[config.mk]
export PLATFORM = sky130hd
export DESIGN_NAME = instr_sequencer
export DESIGN_NICKNAME = d
export VERILOG_FILES = /design/src/rtl/instr_sequencer_pkg.sv /design/src/rtl/prog_mem.sv /design/src/rtl/instr_sequencer.sv
export SDC_FILE = /design/constraint.sdc
export NUM_CORES = 1
export LEC_CHECK = 0
export ABC_AREA = 0
export BUFFER_PORTS_ARGS = -buffer_cell sky130_fd_sc_hd__buf_2
export CORE_ASPECT_RATIO = 1.5
export CORE_MARGIN = 3
export CORE_UTILIZATION = 55
export CTS_CLUSTER_SIZE = 12
export DETAILED_ROUTE_END_ITERATION = 6
export PLACE_DENSITY = 0.72
export SYNTH_ARGS = -nofsm -noshare
export SYNTH_HDL_FRONTEND = slang
export SYNTH_SLANG_ARGS = --single-unit
[constraint.sdc]
create_clock -name clk -period 7.9 [get_ports clk]
set_input_delay 1.185 -clock clk [delete_from_list [all_inputs] [get_ports clk]]
set_output_delay 1.185 -clock clk [all_outputs]
set_load 0.01 [all_outputs]
[src/rtl/instr_sequencer_pkg.sv]
// instr_sequencer_pkg
//   Types and constants shared by the instruction sequencer and the controller
//   that consumes its timestep/data outputs.
//   - WORD_W            : instruction / data word width
//   - opcode_e          : encoding of the opcode field IR[1:0]
//   - DEFAULT_HALT_WORD : word that terminates a program
//   - seq_state_e       : sequencer FSM states
package instr_sequencer_pkg;

   localparam int unsigned WORD_W = 10;

   // Opcode field IR[1:0]; OpHalt is only meaningful as part of the halt word.
   typedef enum logic [1:0] {
      OpCopy = 2'b00,
      OpLoad = 2'b01,
      OpHalt = 2'b10,
      OpAdd  = 2'b11
   } opcode_e;

   localparam logic [WORD_W-1:0] DEFAULT_HALT_WORD = 10'b0000000010;

   typedef enum logic [1:0] {
      StIdle = 2'b00,
      StRun  = 2'b01,
      StDone = 2'b10
   } seq_state_e;

endpackage

[src/rtl/prog_mem.sv]
// prog_mem
//   Program store: DEPTH words of WORD_W bits, synchronous write, asynchronous
//   read, no reset (contents survive sequencer reset).
//   Ports:
//     clk   - write clock
//     we    - write strobe (already qualified by the caller)
//     waddr - write address
//     wdata - write data
//     raddr - read address
//     rdata - read data, combinational from raddr
module prog_mem
   import instr_sequencer_pkg::*;
#(
   parameter int unsigned DEPTH = 32,
   parameter int unsigned AW    = $clog2(DEPTH)
) (
   input  logic              clk,
   input  logic              we,
   input  logic [AW-1:0]     waddr,
   input  logic [WORD_W-1:0] wdata,
   input  logic [AW-1:0]     raddr,
   output logic [WORD_W-1:0] rdata
);

   logic [WORD_W-1:0] mem [DEPTH];

   always_ff @(posedge clk) begin
      if (we) begin
         mem[waddr] <= wdata;
      end
   end

   assign rdata = mem[raddr];

endmodule

[src/rtl/instr_sequencer.sv]
// instr_sequencer
//   Steps through a program held in prog_mem. In RUN the timestep counter
//   advances every cycle (or clears on Clr) and each Ext cycle consumes the
//   current word, presenting it on data in the same cycle. A halt word fetched
//   at timestep 0, or consuming the last address, ends the program in DONE.
//   Ports:
//     clk        - rising-edge clock
//     reset      - synchronous active-high reset
//     run        - 1 = sequence, 0 = pause / idle
//     prog_we    - program-store write strobe (honoured in IDLE/DONE only)
//     prog_addr  - program-store write address
//     prog_wdata - program-store write data
//     Ext        - drive current word on data and consume it
//     Clr        - clear the timestep counter
//     timestep   - timestep counter
//     data       - current word while RUN and Ext, else zero
//     pc         - address of the current word
//     busy       - state is RUN
//     done       - state is DONE
module instr_sequencer
   import instr_sequencer_pkg::*;
#(
   parameter int unsigned       DEPTH     = 32,
   parameter logic [WORD_W-1:0] HALT_WORD = DEFAULT_HALT_WORD
) (
   input  logic                     clk,
   input  logic                     reset,
   input  logic                     run,
   input  logic                     prog_we,
   input  logic [$clog2(DEPTH)-1:0] prog_addr,
   input  logic [WORD_W-1:0]        prog_wdata,
   input  logic                     Ext,
   input  logic                     Clr,
   output logic [1:0]               timestep,
   output logic [WORD_W-1:0]        data,
   output logic [$clog2(DEPTH)-1:0] pc,
   output logic                     busy,
   output logic                     done
);

   localparam int unsigned AW = $clog2(DEPTH);
   localparam logic [AW-1:0] LAST_ADDR = AW'(DEPTH - 1);

   seq_state_e        state_q, state_d;
   logic [AW-1:0]     pc_q, pc_d;
   logic [1:0]        ts_q, ts_d;
   logic [WORD_W-1:0] cur_word;
   logic              mem_we;

   // Writes while sequencing are dropped so the running program cannot change.
   assign mem_we = prog_we && (state_q != StRun);

   prog_mem #(
      .DEPTH (DEPTH),
      .AW    (AW)
   ) u_prog_mem (
      .clk   (clk),
      .we    (mem_we),
      .waddr (prog_addr),
      .wdata (prog_wdata),
      .raddr (pc_q),
      .rdata (cur_word)
   );

   always_ff @(posedge clk) begin
      if (reset) begin
         state_q <= StIdle;
         pc_q    <= '0;
         ts_q    <= '0;
      end else begin
         state_q <= state_d;
         pc_q    <= pc_d;
         ts_q    <= ts_d;
      end
   end

   always_comb begin
      state_d = state_q;
      pc_d    = pc_q;
      ts_d    = ts_q;
      unique case (state_q)
         StIdle: begin
            if (run) begin
               state_d = StRun;
            end
         end
         StRun: begin
            if (!run) begin
               // Pause: pc and timestep hold, Ext/Clr ignored.
               state_d = StIdle;
            end else begin
               ts_d = Clr ? 2'd0 : ts_q + 2'd1;
               if (Ext) begin
                  if ((ts_q == 2'd0) && (cur_word == HALT_WORD)) begin
                     state_d = StDone;
                     ts_d    = 2'd0;
                  end else if (pc_q == LAST_ADDR) begin
                     // End of store: stop rather than wrap.
                     state_d = StDone;
                     ts_d    = 2'd0;
                  end else begin
                     pc_d = pc_q + AW'(1);
                  end
               end
            end
         end
         StDone: begin
            // Only reset leaves DONE.
         end
         default: begin
            state_d = StIdle;
         end
      endcase
   end

   assign timestep = ts_q;
   assign pc       = pc_q;
   assign busy     = (state_q == StRun);
   assign done     = (state_q == StDone);
   assign data     = ((state_q == StRun) && Ext) ? cur_word : '0;

endmodule

==> out/metrics.yaml, run 1 <==
vias: 6436
use_met1: 0.2864
reg2reg_to: "pc[0]"
clockPowerShare: 0.413
cts_root_buffer: "clkbuf_16"
area_delta_synth_final_pct: 11.01
slew_headroom: 0.1026
crit_required_ns: 6.71
tns_ns: 0
clkLatencyLatePin_ns: 0.50
core-area_sq_mm: 0.02323
drtIter0Drc: 650
synthArstFlopShare: 0
critPathKind: "reg -> out"
num-nets-final: 715
crit_fanout: 47
utilization: 0.6270
use_met2: 0.3877
netlist_area_sq_mm: 0.01312
netSwitchingPower_uw: 666.2
synth_warnings: 0
dp_hpwl_microns: 17030
fmax_mhz: 198.1
grt-ovfl-total: 0
avgSynthCellArea_sq_um: 20.69
yosys.area.top_type: "edfxtp_1"
dieArea_sq_mm: 0.02578
grt_pass1_wl_microns: 42350
grtUsageMet3: 0.03892
reg2regPathDepth: 8
cp-start-kind: "flip-flop"
seq_power_share: 0.566
hold_buffers: 0
status: "complete, no violations"
synthTopCellsByCount: "320 x edfxtp_1, 66 x mux4_2, 46 x nor2_1, 27 x mux2i_1, 18 x nand2_1"
netlist_instances: 634
layout-drive-gt1-share: 0.2221
postCtsSetupRepairBufs: 0
switching_share: 0.1929
fp.dieH_microns: 195.2
hp-start: "state_q[0]"
ir_drop_v: 0.0001648
globalplace.congestion: 0.8798
synth_flop_cell: "edfxtp_1"
synth_edf_count: 320
ys_seq_area_frac: 0.7538
holdPathStages: 1
min_to: "state_q[0]"
vias_per_cell: 6.297
hp-class: "reg -> reg"
rows: 68
ant_nets: 0
rrSetupSlack_ns: 3.39
rsz0062_at_grt: "no"
cts_resized: 0
tritoncts: "built"
top_usage_layer: "met2"
leakagePower_uw: 0.004496
yosys.cell_types.count: 40
diodes: 0
power_uw: 3454
grt_usage: 0.2235
numClockSinks: 334
period_needed_ns: 5.048
start_util: 0.5648
fin_ws_ns: 2.852
cts_max_path_buffers: 3
combinationalPowerShare: 0.021
numCtsBuffers: 34
maxCapViolations: 0
io_pins: 40
tightestPinTransition_ns: 1.341
ys_ff_latch: 334
worstPathArrival_ns: 3.86
die_w_microns: 132.1
grt_pass1_vias: 6642
cts_htree_levels: 2
end_kind: "output port"
synth_top_area_frac: 0.7325
hold_viol_final: 0
dr.pass1.iters: 5
routed_wl_microns: 28400
drc: 0
wire_per_inst_microns: 27.79
antenna_found_initial: 0
final-setup-viol-count: 0
yosysMostFrequentCell: "edfxtp_1"
maxSlewViolCount: 0
syn_nets: 658
synth.area.top_cells: "edfxtp_1 73%, mux4_2 11%, mux4_1 2.8%"
dp_slack_ns: 3.301
p_int_uw: 2788
cts.clk_slew.worst_paths_ns: 0.06
skew_ns: 0.01200
min_period_over_period: 0.6390
powerDensity_mw_per_mm2: 237.2
io_buffers: 39
grt_max_degree: 74
==> metal layers <==
layer	share of wire	wire length, microns
met1	0.37	10460
met2	0.53	15050
met3	0.067	1912
met4	0.034	976
met5	0	0
==> state kept, by name (all words and copies together) (netlist names), named ones only <==
register / count
pc: 5
timestep: 2
u_prog_mem.mem: 320
state_q: 2
==> worst max-delay path, cell delays in order (launching register included) <==
cell	delay [ns]
dfxtp_4	0.92
buf_4	0.77
mux4_2	0.61
mux4_2	0.50
mux2i_1	0.22
nor2_1	0.10
buf_2	0.17
==> placed cells by master, fill, tap and decap left out, drive strengths merged, types with 3 or more instances in the layout <==
| master | netlist | routed |
|---|---|---|
| edfxtp | 320 | 320 |
| mux4 | 80 | 80 |
| clkbuf | 5 | 49 |
| nor2 | 47 | 47 |
| buf | 21 | 47 |
| mux2i | 27 | 27 |
| nand2 | 18 | 18 |
| o22ai | 16 | 16 |
| dfxtp | 14 | 14 |
| nand3 | 12 | 12 |
| nor2b | 10 | 10 |
| a21oi | 9 | 9 |
| inv | 6 | 7 |
| nand2b | 5 | 5 |
| a22oi | 5 | 5 |
| nand3b | 4 | 4 |
| or4 | 4 | 4 |
| or3 | 3 | 3 |
| nor4 | 3 | 3 |
| ha | 3 | 3 |
==> kinds of logic after synthesis <==
group | Yosys count | synth area share
AOI/OAI and AO/OA | 39 | 0.02051
adders and majority gates | 3 | 0.002862
buffers and inverters | 32 | 0.01488
DFF | 334 | 0.7538
muxes | 109 | 0.1637
and+or+nand+nor | 117 | 0.04425
==> power by group through the flow <==
stage	combinational, uW	clock, uW	sequential, uW
after global routing	80.0	1510	1950
after global placement	69.6	0	1990
final	73.3	1430	1950
after floorplan	29.7	0	1990
after CTS	73.5	1450	1950
after detailed placement	73.5	0	1990
==> worst max path at each step <==
stage	slack [ns]	end	cells after the start	startpoint
finish	2.85	data[6]	6	flip-flop
global route	2.60	data[5]	6	flip-flop
CTS	2.77	data[5]	6	flip-flop
detailed placement	3.30	data[5]	6	flip-flop
global placement	3.36	data[5]	6	flip-flop
floorplan	4.50	data[5]	7	flip-flop
==> final cells by class <==
type	instances	area [sq um]
sequential	334	9897
fill	1565	8665
multi-input combinational	268	3034
clock buffer	49	938.4
tap	315	394.1
timing repair buffer	47	255.2
inverter	6	22.52
clock inverter	3	21.27
==> per-stage QoR <==
stage / instance area (sq um) / instances / hold WS [ns]
2_1_floorplan: 13120 / 634 / 0.4263
5_1_grt: 14560 / 1022 / 0.5134
3_3_place_gp: 13600 / 970 / 0.4492
3_5_place_dp: 13600 / 970 / 0.4639
6_report: 14560 / 1022 / 0.4772
4_1_cts: 14560 / 1022 / 0.4801
Note: power is estimated with default switching activity, not from simulation.
==> run 2: changes to the inputs <==
==> constraint.sdc (replaced) <==
create_clock -name clk -period 5.3 [get_ports clk]
set_input_delay 0.795 -clock clk [delete_from_list [all_inputs] [get_ports clk]]
set_output_delay 0.795 -clock clk [all_outputs]
set_load 0.01 [all_outputs]
==> run 2 against run 1 <==
Effect of this change: sequential share of layout area is 0.14 points higher; count of clock-buffer cells in the layout is 9 lower; clock skew is 0.0083 ns higher; wire length is 3.2% lower; critical path depth is 1 higher; non-clock buffer count is 1 lower; final cell count is 0.59% lower; die area stayed put.
==> out/metrics.yaml, run 2 (synthesized netlist as in run 1, its figures left out) <==
crit_required_ns: 4.51  # -2.20 ns
layout-drive-gt1-share: 0.2240  # +0.001901
slew_headroom: 0.2078  # +0.1052
tritoncts: "built"
numClockSinks: 334  # unchanged
hp-class: "reg -> reg"
cp-start-kind: "flip-flop"
io_pins: 40  # unchanged
grt_pass1_wl_microns: 42260  # -0.20%
start_util: 0.5648  # unchanged
cp_cell_sequence: "buf_4, mux4_2, mux4_2, nor2b_1, a21oi_1, nor2_1, buf_2"
worst_path_max_delay_cell: "dfxtp_4"
skew_ns: 0.02034  # +0.008345 ns
fp.dieH_microns: 195.2  # unchanged
vias: 6457  # +0.33%
vias_per_cell: 6.355  # +0.92%
hold_buffers: 0  # unchanged
diodes: 0  # unchanged
cts.clk_slew.worst_paths_ns: 0.06  # about the same
num-nets-final: 714  # -0.14%
maxCapViolations: 0  # unchanged
critical-path-max-stage-delay_ns: 0.65  # -0.27 ns
rsz0062_at_grt: "no"
routed_wl_microns: 27480  # -3.2%
critPathKind: "reg -> out"
fin_ws_ns: 1.255  # -1.597 ns
cts_max_path_buffers: 3  # unchanged
status: "complete, no violations"
io_buffers: 39  # unchanged
cts_htree_levels: 2  # unchanged
ant_nets: 0  # unchanged
globalplace.congestion: 0.8540  # -2.9%
cts_root_buffer: "clkbuf_16"
layout_commonest_cell: "edfxtp_1"
drtIter0Drc: 591  # -9.1%
hold_viol_final: 0  # unchanged
dr.pass1.iters: 5  # unchanged
wire_per_inst_microns: 27.05  # -2.7%
ir_drop_v: 0.0002686  # +63%
fmax_mhz: 247.2
powerDensity_mw_per_mm2: 351.0  # +48%
largest_reg_flops: 320  # unchanged
worstPathArrival_ns: 3.25  # -0.61 ns
rrSetupSlack_ns: 1.51  # -1.88 ns
clkLatencyLatePin_ns: 0.51  # about the same
maxSlewViolCount: 0  # unchanged
die_w_microns: 132.1  # unchanged
grt_usage: 0.2177  # -0.005836
antenna_found_initial: 0  # unchanged
grt-ovfl-total: 0  # unchanged
postCtsSetupRepairBufs: 0  # unchanged
numCtsBuffers: 34  # unchanged
period_needed_ns: 4.045
core-area_sq_mm: 0.02323  # unchanged
dieArea_sq_mm: 0.02578  # unchanged
path_common_cell: "mux4_2"
dp_hpwl_microns: 17330  # +1.8%
dp_slack_ns: 1.519  # -1.782 ns
rows: 68  # unchanged
tightestPinTransition_ns: 1.184  # -0.1573 ns
tns_ns: 0  # unchanged
regMostFlops: "u_prog_mem.mem"
leakagePower_uw: 0.004482  # -0.31%
final_cell_mix: "320 x edfxtp_1, 66 x mux4_2, 46 x nor2_1, 39 x buf_2, 34 x clkbuf_16"
area_delta_synth_final_pct: 10.78
grt_pass1_vias: 6728  # +1.3%
final-setup-viol-count: 0  # unchanged
end_kind: "output port"
drc: 0  # unchanged
min_period_over_period: 0.7632
grt_max_degree: 54  # -27%
cts_resized: 0  # unchanged
crit_fanout: 23  # -51%
[run 2: power by group]
part / internal [uW] / switching (uW)
registers: 2910 / 5.61
logic: 28.2 / 84.4
clock network: 1170 / 911
total: 4100 / 1000
[run 2: final timing paths]
path	from	end	depth (start not counted)
worst max-delay path	flip-flop	data[5]	7
worst min-delay path	timestep[1]	timestep[1]	2
worst max register to register	flip-flop	pc[0]	8
worst min register to register	timestep[1]	timestep[1]	2
[run 2: final cells by class]
cell class	count	area (sq um)
clock buffer	40	873.3
clock inverter	7	51.30
fill	1570	8695
inverter	6	22.52
multi-input combinational	268	3034
sequential	334	9897
tap	315	394.1
timing repair buffer	46	260.3
[run 2: metal layers]
metal  up-vias  track usage  routed length [microns]
li1       2738            -                        -
met1      3401       0.3042                    11120
met2       264       0.3592                    13860
met3        54      0.03325                     1628
met4         0      0.07046                      870
met5         -            0                        0
[run 2: worst max-delay path: cells and delay by family, from the launching register on]
| kind | cells | cell delay [ns] |
|---|---|---|
| AOI/OAI and AO/OA | 1 | 0.19 |
| and+or+nand+nor | 2 | 0.25 |
| muxes | 2 | 1.05 |
| DFF | 1 | 0.65 |
| buffers and inverters | 2 | 0.59 |
[run 2: per-stage QoR]
step	std cells	utilization	hold slack (ns)	cell area, sq um	power [uW]
4_1_cts	1016	0.6257	0.4731	14530	5135
3_5_place_dp	969	0.5859	0.4618	13610	3080
6_report	1016	0.6257	0.4715	14530	5101
2_1_floorplan	634	-	0.4263	13120	3010
3_3_place_gp	969	0.5859	0.4493	13610	3073
5_1_grt	1016	0.6257	0.4888	14530	5237
